==> src/rtl/id_ex_hazard_stage.sv <==
// ID/EX pipeline register with writeback bypass, load-use bubble insertion,
// flush/hold priority control and a saturating bubble counter.
module id_ex_hazard_stage #(
    parameter int XLEN   = 32,
    parameter int PC_W   = 16,
    parameter int CTRL_W = 16,  // must be >= 3: bit2 marks a load
    parameter int CNT_W  = 16
) (
    input  logic              clk,
    input  logic              reset,
    input  logic              valid_D,
    input  logic [CTRL_W-1:0] ctrl_D,
    input  logic [4:0]        rs1_D,
    input  logic [4:0]        rs2_D,
    input  logic [4:0]        rd_D,
    input  logic [XLEN-1:0]   rd1_D,
    input  logic [XLEN-1:0]   rd2_D,
    input  logic [XLEN-1:0]   imm_D,
    input  logic [PC_W-1:0]   pc_D,
    input  logic [PC_W-1:0]   pc_plus4_D,
    input  logic              reg_we_W,
    input  logic [4:0]        rd_W,
    input  logic [XLEN-1:0]   wd_W,
    input  logic              stall_ext,
    input  logic              flush_E,
    output logic              valid_E,
    output logic [CTRL_W-1:0] ctrl_E,
    output logic [4:0]        rs1_E,
    output logic [4:0]        rs2_E,
    output logic [4:0]        rd_E,
    output logic [XLEN-1:0]   rd1_E,
    output logic [XLEN-1:0]   rd2_E,
    output logic [XLEN-1:0]   imm_E,
    output logic [PC_W-1:0]   pc_E,
    output logic [PC_W-1:0]   pc_plus4_E,
    output logic              pc_write_en,
    output logic              ifid_write_en,
    output logic              ifid_flush,
    output logic [CNT_W-1:0]  bubble_cnt
);

    typedef enum logic [1:0] {
        ACT_LOAD   = 2'd0,
        ACT_BUBBLE = 2'd1,
        ACT_HOLD   = 2'd2,
        ACT_FLUSH  = 2'd3
    } act_t;

    logic              r_valid;
    logic [CTRL_W-1:0] r_ctrl;
    logic [4:0]        r_rs1;
    logic [4:0]        r_rs2;
    logic [4:0]        r_rd;
    logic [XLEN-1:0]   r_rd1;
    logic [XLEN-1:0]   r_rd2;
    logic [XLEN-1:0]   r_imm;
    logic [PC_W-1:0]   r_pc;
    logic [PC_W-1:0]   r_pc4;
    logic [CNT_W-1:0]  r_cnt;

    logic              w_hz;
    logic              w_byp1;
    logic              w_byp2;
    logic [XLEN-1:0]   w_rd1;
    logic [XLEN-1:0]   w_rd2;
    logic              w_cnt_sat;
    act_t              w_act;

    // Hazard looks only at the E-stage load; a simultaneous writeback to the
    // same register does not help because the load result is not yet known.
    assign w_hz = r_valid && r_ctrl[2] && valid_D && (r_rd != 5'd0) &&
                  ((r_rd == rs1_D) || (r_rd == rs2_D));

    assign w_byp1 = reg_we_W && (rd_W != 5'd0) && (rd_W == rs1_D);
    assign w_byp2 = reg_we_W && (rd_W != 5'd0) && (rd_W == rs2_D);
    assign w_rd1  = w_byp1 ? wd_W : rd1_D;
    assign w_rd2  = w_byp2 ? wd_W : rd2_D;

    assign w_cnt_sat = (r_cnt == {CNT_W{1'b1}});

    always_comb begin
        w_act = ACT_LOAD;
        if (flush_E)        w_act = ACT_FLUSH;
        else if (stall_ext) w_act = ACT_HOLD;
        else if (w_hz)      w_act = ACT_BUBBLE;
    end

    // Front-end controls; reset forces the free-running LOAD view.
    always_comb begin
        pc_write_en   = 1'b1;
        ifid_write_en = 1'b1;
        ifid_flush    = 1'b0;
        if (!reset) begin
            case (w_act)
                ACT_FLUSH:  ifid_flush = 1'b1;
                ACT_HOLD,
                ACT_BUBBLE: begin
                    pc_write_en   = 1'b0;
                    ifid_write_en = 1'b0;
                end
                default: ;
            endcase
        end
    end

    always_ff @(posedge clk or posedge reset) begin
        if (reset) begin
            r_valid <= 1'b0;
            r_ctrl  <= '0;
            r_rs1   <= '0;
            r_rs2   <= '0;
            r_rd    <= '0;
            r_rd1   <= '0;
            r_rd2   <= '0;
            r_imm   <= '0;
            r_pc    <= '0;
            r_pc4   <= '0;
            r_cnt   <= '0;
        end else begin
            case (w_act)
                ACT_FLUSH, ACT_BUBBLE: begin
                    r_valid <= 1'b0;
                    r_ctrl  <= '0;
                    r_rs1   <= '0;
                    r_rs2   <= '0;
                    r_rd    <= '0;
                    r_rd1   <= '0;
                    r_rd2   <= '0;
                    r_imm   <= '0;
                    r_pc    <= '0;
                    r_pc4   <= '0;
                    if (w_act == ACT_BUBBLE && !w_cnt_sat)
                        r_cnt <= r_cnt + 1'b1;
                end
                ACT_LOAD: begin
                    r_valid <= valid_D;
                    r_ctrl  <= ctrl_D;
                    r_rs1   <= rs1_D;
                    r_rs2   <= rs2_D;
                    r_rd    <= rd_D;
                    r_rd1   <= w_rd1;
                    r_rd2   <= w_rd2;
                    r_imm   <= imm_D;
                    r_pc    <= pc_D;
                    r_pc4   <= pc_plus4_D;
                end
                default: ;  // HOLD keeps everything
            endcase
        end
    end

    assign valid_E    = r_valid;
    assign ctrl_E     = r_ctrl;
    assign rs1_E      = r_rs1;
    assign rs2_E      = r_rs2;
    assign rd_E       = r_rd;
    assign rd1_E      = r_rd1;
    assign rd2_E      = r_rd2;
    assign imm_E      = r_imm;
    assign pc_E       = r_pc;
    assign pc_plus4_E = r_pc4;
    assign bubble_cnt = r_cnt;

endmodule
==> config.mk <==
export PLATFORM = sky130hd
export DESIGN_NAME = id_ex_hazard_stage
export DESIGN_NICKNAME = d
export VERILOG_FILES = /design/src/rtl/id_ex_hazard_stage.sv
export SDC_FILE = /design/constraint.sdc
export NUM_CORES = 1
export LEC_CHECK = 0
export CAP_MARGIN = 5
export CORE_MARGIN = 2
export CORE_UTILIZATION = 25
export CTS_CLUSTER_DIAMETER = 120
export CTS_CLUSTER_SIZE = 14
export DETAILED_ROUTE_END_ITERATION = 16
export PLACE_DENSITY_LB_ADDON = 0.25
export SYNTH_ARGS = -nofsm -noshare
export SYNTH_HDL_FRONTEND = slang
export SYNTH_SLANG_ARGS = --single-unit
==> constraint.sdc <==
create_clock -name clk -period 11 [get_ports clk]
set_clock_uncertainty 0.05 [all_clocks]
set_input_delay 2.2 -clock clk [delete_from_list [all_inputs] [get_ports clk]]
set_output_delay 2.2 -clock clk [all_outputs]
set_load 0.005 [all_outputs]
* Yosys cells after proc, flatten, opt, wreduce, memory -nomap -nowiden
Index checks and enable logic that the tools add are counted. Widths: inputs -> output; s select.
Storage, ports and cells: flip-flop bits (word level) 176, output and inout port bits 179, word-level logic and storage cells 56
Operators by class: add/sub/neg operators 1, equal/unequal tests 8, mux-type cells 19, reductions and logical operators 17
Operator list (count):
- $pmux 32 s2 | 3
- $pmux 16 s2 | 3
- $mux 32 | 2
- $pmux 5 s2 | 3
- $eq 5x5->1 | 4
- $add 16x1->16 const B | 1
- $eq 16x16->1 const B | 1
- $reduce_bool 5->1 | 2
- $logic_and 1x1->1 | 8
- $mux 1 | 5
- $eq 2x2->1 const B | 2
- $mux 2 | 2
- $reduce_or 2->1 | 2
- $eq 2x1->1 const B | 1
- $logic_not 2->1 | 1
- $pmux 1 s2 | 1
- $reduce_and 2->1 | 1
- $reduce_bool 2->1 | 1
- $logic_not 1->1 | 1
- $logic_or 1x1->1 | 1

* Longest topological paths before layout
depth in word-level cells 11, mapped depth 13, mapped depth without buffers 10

* Least setup slack after synthesis
No wires, ideal clock.
path type input-to-output, start input port reset, end output port pc_write_en, arrival 6.576 ns, required time 8.750 ns, slack 2.174 ns, cell stages on the path 3, buffers on the path 1, cell sequence inv_1 -> nand2_1 -> buf_4
Between the ends: word-level cells in the longest chain between the ends 1
Ends and longest elaborated chain:
- start: declaration | RTL line 10 | input logic reset,
- $mux 1
- end: declaration | RTL line 36 | output logic pc_write_en,
No other way between the ends.

* Worst setup path after layout
start input port rs1_D[3], end output port pc_write_en
Between the ends: word-level cells in the longest chain between the ends 10
Ends and longest elaborated chain:
- start: declaration | RTL line 13 | input logic [4:0] rs1_D,
- $eq 5x5->1 (*) | RTL line 72 | ((r_rd == rs1_D) || (r_rd == rs2_D));
- $logic_or 1x1->1 (*) | RTL line 72
- $logic_and 1x1->1 (*) | RTL line 71 | assign w_hz = r_valid && r_ctrl[2] && valid_D && (r_rd != 5'd0) &&
- $mux 1 (*) | RTL line 85 | else if (w_hz) w_act = ACT_BUBBLE;
- $mux 2 (*) | RTL line 84 | else if (stall_ext) w_act = ACT_HOLD;
- $mux 2 (*) | RTL line 83 | if (flush_E) w_act = ACT_FLUSH;
- $eq 2x1->1 or $eq 2x2->1 (tied branches) | RTL line 94 | case (w_act)
- $reduce_or 2->1 (*) | RTL line 94
- $mux 1 (*) | RTL line 94
- $mux 1 (*) | RTL line 93 | if (!reset) begin
Every way passes the cells marked *; elsewhere a longest branch is shown, timed or not.

==> metrics.md <==
| Metric | Value |
|---|---|
| Setup TNS | 0 ns |
| Via density per instance | 4.53 |
| Root Driver | clkbuf_16 |
| R2R cell count | 10 |
| Placed Area | 0.0116 mm² |
| Syn. warnings | 0 |
| Finished Cell Area | 0.0122 mm² |
| CTS max path bufs | 2 |
| Pwr Total | 1540 µW |
| Initial core utilization | 25.2% |
| Post_cts resized | 0 |
| WHS | 0.434 ns |
| Antenna viol nets, final | 0 |
| Initial antenna violation count | 0 |
| Worst setup EP type | primary output |
| Distinct cells, synth | 34 |
| Final Slew Violations | 0 |
| Critical Path AT | 4.55 ns |
| Layout area overhead | 63.6% |
| Hold Path Stages | 2 |
| TritonCTS Buffers | 17 |
| Clk pin slew, worst setup/hold paths | 0.06 ns |
| Outcome | completed |
| Synthesized cell area | 0.00744 mm² |
| I/O Pins | 381 |
| Vias in the first global route | 6499 |
| Reg2Reg Setup Slack | 7.04 ns |
| Relative slew slack | 26.2% |
| Die Span Y | 177 µm |
| DRT iter0 DRCs | 264 |
| P per Cell Area | 126 mW/mm² |
| RD Place Congestion | 0.740 |
| Yosys top cell area share | 59.2% |
| Mean Syn Cell Area | 12.4 µm² |
| Clock Latency Late Sink | 0.43 ns |
| Fin cells | 1366 |
| GR Util All Layers | 16.0% |
| Layout cells sized above 1 | 5.64% |
| RSZ-0062 raised after global routing | false |
| Drt total wl | 25500 µm |
| CP required | 8.75 ns |
| Crit path launch | rs1_D[3] |
| Kind of critical path | input pin to primary output |
| Drt drc | 0 |
| Row count | 63 |
| Level count of the clock H-tree | 4 |
| Core area | 0.0295 mm² |
| Max frequency | 147 MHz |
| Antenna cell count | 0 |
| Via count | 6194 |
| Hold Path Sink | rd2_E[6] |
| Ranking of synthesized cells by area | dfrtp_1 (59%), a22o_1 (11%), mux2i_1 (8.6%), nand2_1 (3.5%), xnor2_1 (2.4%) |
| Nets | 1171 |
| Largest net degree at the start of global routing | 97 |
| Leak | 0.00501 µW |
| Final hold vios | 0 |
| Yosys reg bits | 176 |
| Dpl hpwl | 17900 µm |
| Max-cap viol count | 0 |
| Seq/Total Area, Yosys | 59.2% |
| Period utilisation layout | 61.8% |
| Syn Nets | 808 |
| Post-synth EDFFs | 0 |
| CTS tree | done |
| Min-Delay Path Class | flop to flop |
| Cts hold-fix bufs | 0 |
| Synth area leader | dfrtp_1 |
| Clock sink total | 176 |
| Most common cell in the synthesized netlist | dfrtp_1 |
| Reg-to-Reg End | rd2_E[31] |
| Postcts setup bufs | 0 |
| Top cells by count, synth | dfrtp_1 (176), a22o_1 (96), nand2_1 (69) |
| Final setup vio count | 0 |
| Total grt overflow | 0 |
| Dpl cells | 1335 |
| Crit-path max FO | 3 |
| Global-route wire length before repair | 38400 µm |
| Drt first pass iters | 4 |
| Slew @ Worst Pin | 1.11 ns |
| Synth async-reset ratio | 100% |
| Routed wire per std cell | 18.7 µm |
| Startpoint types | input pin |
| Syn Inst Count | 601 |
| Hold wc startpoint | rd2_E[6] |
| Worst reg2reg startpoint | rd_E[1] |
| Min Tclk post-route | 6.80 ns |
| Full die area | 0.0312 mm² |
| Post-synth top flop | dfrtp_1 |
| VDD IR max | 0.0855 mV |
| Die W | 177 µm |
| I/O Buffers | 380 |
-- cells in the final DEF (no fill, tap or decap), types with 5 or more instances in the layout --
cell             netlist  layout
clkdlybuf4s50_1        0     380
dfrtp_1              176     176
a22o_1                96      96
nand2_1               69      69
mux2i_1               64      64
o21ai_0               33      33
o21ai_1               32      32
xnor2_1               20      20
clkbuf_16              0      17
xor2_1                15      15
buf_4                  1       8
nand3_1                7       7
nand4_1                7       7
and3_1                 5       5
clkbuf_8               0       5
-- through the flow --
stage,utilization [%],setup WS (ns)
after floorplan,-,2.17
after global placement,39.4,4.21
after global routing,41.3,4.05
final,41.3,4.20
after detailed placement,39.4,4.19
after CTS,41.3,4.18
-- critical path: stages --
cell and delay, ns:
clkdlybuf4s50_1 0.54, xor2_1 0.17, nor2_1 0.09, a22oi_2 0.27, nor2_1 0.08, or2_2 0.31, ha_1 0.30, nand2_1 0.08
clkdlybuf4s50_1 0.51
-- cell type report --
type	instances	area (µm²)
Clock buffer	24	502
Clock inverter	7	77.6
Fill cell	2870	17300
Inverter	4	20.0
Multi-Input combinational cell	377	2830
Sequential cell	176	4400
Tap cell	390	488
Timing Repair Buffer	388	3860
-- layer usage --
| layer | share of wire [%] | vias to the layer above | GRT usage (%) |
|---|---|---|---|
| met3 | 6.5 | 23 | 4.31 |
| met5 | 0 | - | 0 |
| met2 | 49 | 225 | 26.9 |
| met4 | 1.6 | 0 | 4.99 |
| met1 | 43 | 3055 | 20.1 |
| li1 | - | 2891 | - |
-- report_power, final --
part	switching, µW	internal [µW]
combinational	89.4	142
sequential	22.0	675
clock	267	342
total	378	1160
-- cell families after synthesis --
family          Yosys count  share of synthesized area, %
mux                      65                          8.76
buf+inv                  48                          3.18
xor+xnor                 35                          4.12
simple gates            106                          7.18
flops                   176                          59.2
compound gates          166                          16.8
fa+ha+maj                 5                         0.840
-- how the worst max path moves through the flow --
| stage | slack, ns | endpoint | cells past startpoint |
|---|---|---|---|
| floorplan | 2.17 | pc_write_en | 3 |
| global placement | 4.21 | pc_write_en | 9 |
| detailed placement | 4.19 | pc_write_en | 9 |
| CTS | 4.18 | pc_write_en | 9 |
| global route | 4.05 | pc_write_en | 9 |
| finish | 4.20 | pc_write_en | 9 |
-- state kept, by name (all words and copies together) (netlist names) --
signal,count
rd_E,5
pc_E,16
ctrl_E,16
rs1_E,5
bubble_cnt,16
rd1_E,32
rs2_E,5
rd2_E,32
imm_E,32
valid_E,1
pc_plus4_E,16
Power figures use the tool's default switching activity.
